<file path="src/rtl/m68k_bus_target.sv">
// 68000 asynchronous-bus responder: word-wide local RAM with byte lanes inside an address window,
// each cycle terminated with DTACK after a programmable number of wait states.
module m68k_bus_target #(
    parameter logic [23:0] BASE_ADDR   = 24'hE90000,
    parameter int          ADDR_BITS   = 6,
    parameter int          WAIT_STATES = 4
) (
    input  logic        SYSCLK,
    input  logic        RESET,
    input  logic [23:1] A_IN,
    input  logic [2:0]  FC_IN,
    input  logic        nAS_IN,
    input  logic        nUDS_IN,
    input  logic        nLDS_IN,
    input  logic        RnW_IN,
    input  logic [15:0] D_IN,
    output logic [15:0] D_OUT,
    output logic        D_OE,
    output logic        nDTACK_OUT,
    output logic        nDTACK_OE,
    output logic [15:0] ACCESS_CNT
);

    typedef enum logic [2:0] {
        S_IDLE,
        S_DECODE,
        S_WAIT,
        S_ACK,
        S_HOLD,
        S_RELEASE,
        S_IGNORE
    } state_t;

    localparam int DEPTH = 1 << ADDR_BITS;

    state_t state;
    state_t state_nx;

    logic [3:0] strb_p0;
    logic [3:0] strb_p1;
    logic       as;
    logic       uds;
    logic       lds;
    logic       ds;
    logic       rnw;
    logic       hit;
    logic       load;
    logic       fire;

    logic [ADDR_BITS-1:0] idx_lat;
    logic                 rnw_lat;
    logic                 uds_lat;
    logic                 lds_lat;
    logic [7:0]           wait_cnt;

    logic [15:0] mem [DEPTH];

    // Strobe synchronisers: {RnW, nLDS, nUDS, nAS}
    always_ff @(posedge SYSCLK) begin
        strb_p0 <= {RnW_IN, nLDS_IN, nUDS_IN, nAS_IN};
        strb_p1 <= strb_p0;
    end

    assign as  = ~strb_p1[0];
    assign uds = ~strb_p1[1];
    assign lds = ~strb_p1[2];
    assign rnw = strb_p1[3];
    assign ds  = uds | lds;

    // Address and FC are only looked at once AS is seen, so the bus is already stable.
    assign hit = (FC_IN != 3'b111) &&
                 (A_IN[23:ADDR_BITS+1] == BASE_ADDR[23:ADDR_BITS+1]);

    always_ff @(posedge SYSCLK) begin
        if (RESET) begin
            state <= S_IDLE;
        end else begin
            state <= state_nx;
        end
    end

    always_comb begin
        state_nx = state;
        load     = 1'b0;
        fire     = 1'b0;
        case (state)
            S_IDLE: begin
                if (as) state_nx = S_DECODE;
            end
            S_DECODE: begin
                if (!as) begin
                    state_nx = S_IDLE;
                end else if (!hit) begin
                    state_nx = S_IGNORE;
                end else if (ds) begin
                    state_nx = S_WAIT;
                    load     = 1'b1;
                end
            end
            S_WAIT: begin
                if (!as) begin
                    state_nx = S_IDLE;
                end else if (wait_cnt == 8'd0) begin
                    state_nx = S_ACK;
                    fire     = ~RESET;
                end
            end
            S_ACK: begin
                state_nx = S_HOLD;
            end
            S_HOLD: begin
                if (!as) state_nx = S_RELEASE;
            end
            S_RELEASE: begin
                state_nx = S_IDLE;
            end
            S_IGNORE: begin
                if (!as) state_nx = S_IDLE;
            end
            default: begin
                state_nx = S_IDLE;
            end
        endcase
    end

    // Cycle attributes captured when DS is first seen in a hit cycle
    always_ff @(posedge SYSCLK) begin
        if (load) begin
            idx_lat  <= A_IN[ADDR_BITS:1];
            rnw_lat  <= rnw;
            uds_lat  <= uds;
            lds_lat  <= lds;
            wait_cnt <= 8'(WAIT_STATES);
        end else if (state == S_WAIT && wait_cnt != 8'd0) begin
            wait_cnt <= wait_cnt - 8'd1;
        end
    end

    always_ff @(posedge SYSCLK) begin
        if (fire && !rnw_lat) begin
            if (uds_lat) mem[idx_lat][15:8] <= D_IN[15:8];
            if (lds_lat) mem[idx_lat][7:0]  <= D_IN[7:0];
        end
    end

    // Bus drivers are registered from the next state so the pins never glitch on decode.
    always_ff @(posedge SYSCLK) begin
        if (RESET) begin
            D_OE       <= 1'b0;
            nDTACK_OE  <= 1'b0;
            nDTACK_OUT <= 1'b1;
            D_OUT      <= 16'h0000;
            ACCESS_CNT <= 16'h0000;
        end else begin
            D_OE       <= (state_nx == S_ACK || state_nx == S_HOLD) && rnw_lat;
            nDTACK_OE  <= (state_nx == S_ACK || state_nx == S_HOLD || state_nx == S_RELEASE);
            nDTACK_OUT <= !(state_nx == S_ACK || state_nx == S_HOLD);
            if (fire) begin
                ACCESS_CNT <= ACCESS_CNT + 16'd1;
                if (rnw_lat) D_OUT <= mem[idx_lat];
            end
        end
    end

endmodule
</file>
<file path="config.mk">
export PLATFORM = sky130hd
export DESIGN_NAME = m68k_bus_target
export DESIGN_NICKNAME = d
export VERILOG_FILES = /design/src/rtl/m68k_bus_target.sv
export SDC_FILE = /design/constraint.sdc
export NUM_CORES = 1
export LEC_CHECK = 0
export CELL_PAD_IN_SITES_DETAIL_PLACEMENT = 1
export CELL_PAD_IN_SITES_GLOBAL_PLACEMENT = 1
export CORE_ASPECT_RATIO = 0.5
export CORE_UTILIZATION = 25
export DETAILED_ROUTE_END_ITERATION = 8
export PLACE_DENSITY = 0.4
export SYNTH_ARGS = -nofsm -noshare
export SYNTH_HDL_FRONTEND = slang
export SYNTH_SLANG_ARGS = --single-unit
</file>
<file path="constraint.sdc">
create_clock -name SYSCLK -period 7.7 [get_ports SYSCLK]
set_input_delay 1.54 -clock SYSCLK [delete_from_list [all_inputs] [get_ports SYSCLK]]
set_output_delay 1.54 -clock SYSCLK [all_outputs]
set_load 0.005 [all_outputs]
</file>
==> impl_results.md <==
- GRT Total Usage: 19.40%
- Setup TNS: 0 ns
- P_leak: 15.11 nW
- Clk sinks: 1087
- Final nets: 2579
- Worst-path cell chain: buf_2 -> buf_4 -> nor2_1 -> nand2_1 -> nor3b_4 -> nand2_1 -> nor2_1
- GRT Residual Overflow: 0
- Clk_lat worst skew: 0.75 ns
- Fillers: 17240
- Crit-path slowest cell: nor3b_4
- Initial antenna violation count: 8
- Synth warnings: 0
- Power Density: 243.4 nW/µm²
- Yosys cell types: 68
- Row count: 106
- Synth Area in Simple Gates: 4.452%
- Vias in the first global route: 25360
- Hold WC Path Type: reg -> reg
- Clk buf depth: 3
- Gpl congestion: 0.7879
- Cts hold-fix bufs: 0
- Asr flop ratio synth: 0%
- Die area: 170700 µm²
- DRC: 0
- Actual slew at the worst max-slew pin: 1.069 ns
- Hold Fails Final Rpt: 0
- Final Critical Period: 4.407 ns
- Outcome: finished clean
- Worst r2r src: state[1]
- Fraction of layout instances using a drive strength above 1: 16.79%
- Worst-path clk slew: 0.06 ns
- Wirelength per Cell: 34.19 µm
- TritonRoute pass-1 iters: 5
- Yosys reg bits: 1087
- Cells after Synth: 2422
- First-pass GRT wire length: 227300 µm
- Via count: 24530
- Io pins: 83
- Sequential element share of the synthesized area: 76.00%
- R2R cell count: 6
- Syn Nets: 2473
- WHS: 0.3272 ns
- Layout area overhead: 16.83%
- CTS tree: done
- RSZ-0062 raised after global routing: false
- Worst setup EP type: register
- Hold_sp: strb_p0[1]
- Vias per std cell: 5.021
- Period Utilization, post-route: 57.24%
- Arrival @ worst endpoint: 4.77 ns
- Die H: 292.7 µm
- Main combinational cell family by area after synthesis: multiplexers
- Commonest non-fill, non-tap cells in the layout: edfxtp_1, nor2_1, mux2i_1
- CTS Buf Count: 107
- Worst r2r dst: mem[34][8]
- Post-DP HPWL: 103900 µm
- Setup bufs post-CTS: 0
- Core Area: 167400 µm²
- Routed WL: 167000 µm
- H-tree Lvls: 3
- Peak per-stage delay on the critical path: 0.90 ns
- End of the worst hold path: strb_p1[1]
- Max-cap viol count: 0
- Normalized max-slew margin: 28.53%
- Worst Skew: 0.03689 ns
- Root buf cell: clkbuf_16
- Multiplexer share of the synthesized area: 9.114%
- Post-synthesis compound-gate area fraction: 8.273%
- Crit path launch type: primary input
- R2R setup slack: 3.54 ns
- Worst Path Required: 8.06 ns
- Synthesized area: 42240 µm²
- Ys flop type: edfxtp_1
- Max Clock Freq: 226.9 MHz
- Most common cell after layout, fill and taps aside: edfxtp_1
- Setup CP Type: in -> reg
- Die W: 583.3 µm
- Power, Total: 12.01 mW
- Initial Utilization: 25.24%
- Critical Path Fanout Max: 38
- Peak supply drop: 0.1795 mV
- Synth Area in XOR/XNOR: 0.3525%
- Final setup viols: 0
- Adder-cell share of the synthesized area: 0.08886%
- ANT nets after route: 0
- Syn Area/Cell: 17.44 µm²
- Slew Limit Fails: 0
- Hold depth: 0
- DRT iter0 DRCs: 2451
- Post-CTS resize count: 0
- Port bufs: 82
- Pin count of the biggest net entering global routing: 88
- EDFF count, synth: 1033
## kinds of logic after synthesis
kind of cell,Yosys count
compound gates,472
simple gates,399
buf+inv,172
mux,272
fa+ha+maj,3
xor+xnor,17
flops,1087
## critical path: cells and delay by family
family                 cells  cell delay, ns
and+or+nand+nor            5            2.81
buffers and inverters      2            0.37
## final cells by class
class / instances / area, µm² / area share [%]
clock inverter: 69 / 678.2 / 1.374
inverter: 14 / 53.80 / 0.1090
timing repair buffer: 155 / 1371 / 2.779
antenna: 2 / 5.005 / 0.01014
tap: 2268 / 2838 / 5.750
clock buffer: 127 / 2783 / 5.639
multi-input combinational: 1163 / 9522 / 19.29
sequential: 1087 / 32100 / 65.05
## cells in the mapped netlist, types with 5 or more instances
library cell / instances / share of area (%)
edfxtp_1: 1033 / 73
nor2_1: 189 / 1.7
mux2i_1: 109 / 2.6
a221oi_1: 98 / 2.0
mux4_2: 82 / 4.4
mux2_2: 81 / 2.2
a22oi_1: 79 / 1.4
clkbuf_1: 79 / 0.70
nand2_1: 68 / 0.60
buf_2: 63 / 0.75
o22ai_1: 58 / 0.86
dfxtp_1: 54 / 2.6
a21oi_1: 48 / 0.57
o21ai_0: 46 / 0.55
nand3_1: 23 / 0.27
a221o_1: 22 / 0.52
nor3_1: 21 / 0.25
a31oi_1: 19 / 0.28
a22o_1: 15 / 0.31
buf_1: 15 / 0.13
inv_1: 14 / 0.12
or3_1: 12 / 0.18
a211oi_1: 11 / 0.20
nand2b_1: 11 / 0.16
xnor2_1: 11 / 0.23
and3_1: 10 / 0.15
o22a_1: 10 / 0.21
nor4_1: 9 / 0.13
nand4_1: 8 / 0.12
o21bai_1: 8 / 0.14
and2_1: 7 / 0.10
nand3b_1: 7 / 0.12
nor2b_1: 7 / 0.10
nor3b_1: 6 / 0.11
o21a_1: 6 / 0.11
o221ai_1: 6 / 0.12
o2bb2ai_1: 6 / 0.12
xor2_1: 6 / 0.12
a21o_1: 5 / 0.089
a222oi_1: 5 / 0.12
## flip-flops by register name (all words and copies together), names as in the netlist, 3 cells and up
name	flops
ACCESS_CNT	16
wait_cnt	8
idx_lat	6
strb_p0	4
mem	1024
state	3
strb_p1	4
D_OUT	16
## worst max-delay path by stage
stage | start | to | slack (ns) | depth (start not counted)
finish | RESET | mem[34][8] | 3.29 | 7
global route | RESET | mem[34][13] | 3.14 | 7
CTS | RESET | mem[34][13] | 3.33 | 7
detailed placement | RESET | mem[34][8] | 2.56 | 7
global placement | RESET | mem[39][10] | 2.63 | 7
floorplan | RESET | mem[42][0] | 4.40 | 5
## routing by layer
layer  part of all wire, %  vias up  track usage (%)  wire, µm
li1                      -    10110                -         -
met1                    48    13490            28.27     79420
met2                    46      789            30.98     77150
met3                   4.8      140            2.678      7994
met4                   1.5        0            3.331      2479
met5                     0        -                0         0
## report_power, final
group / switching [mW] / internal [mW] / total, mW
clock network: 2.45 / 2.87 / 5.33
logic: 0.156 / 0.0386 / 0.194
registers: 0.0169 / 6.48 / 6.49
## per-stage QoR
stage,cells,area (µm²),setup WS (ns),util [%]
after floorplan,2422,42240,4.402,-
after global placement,4687,45890,2.631,27.41
after detailed placement,4687,45890,2.555,27.41
after CTS,4883,49350,3.328,29.48
after global routing,4883,49350,3.140,29.48
final,4885,49350,3.293,29.49
No activity file was read; power rests on OpenSTA's default activity.
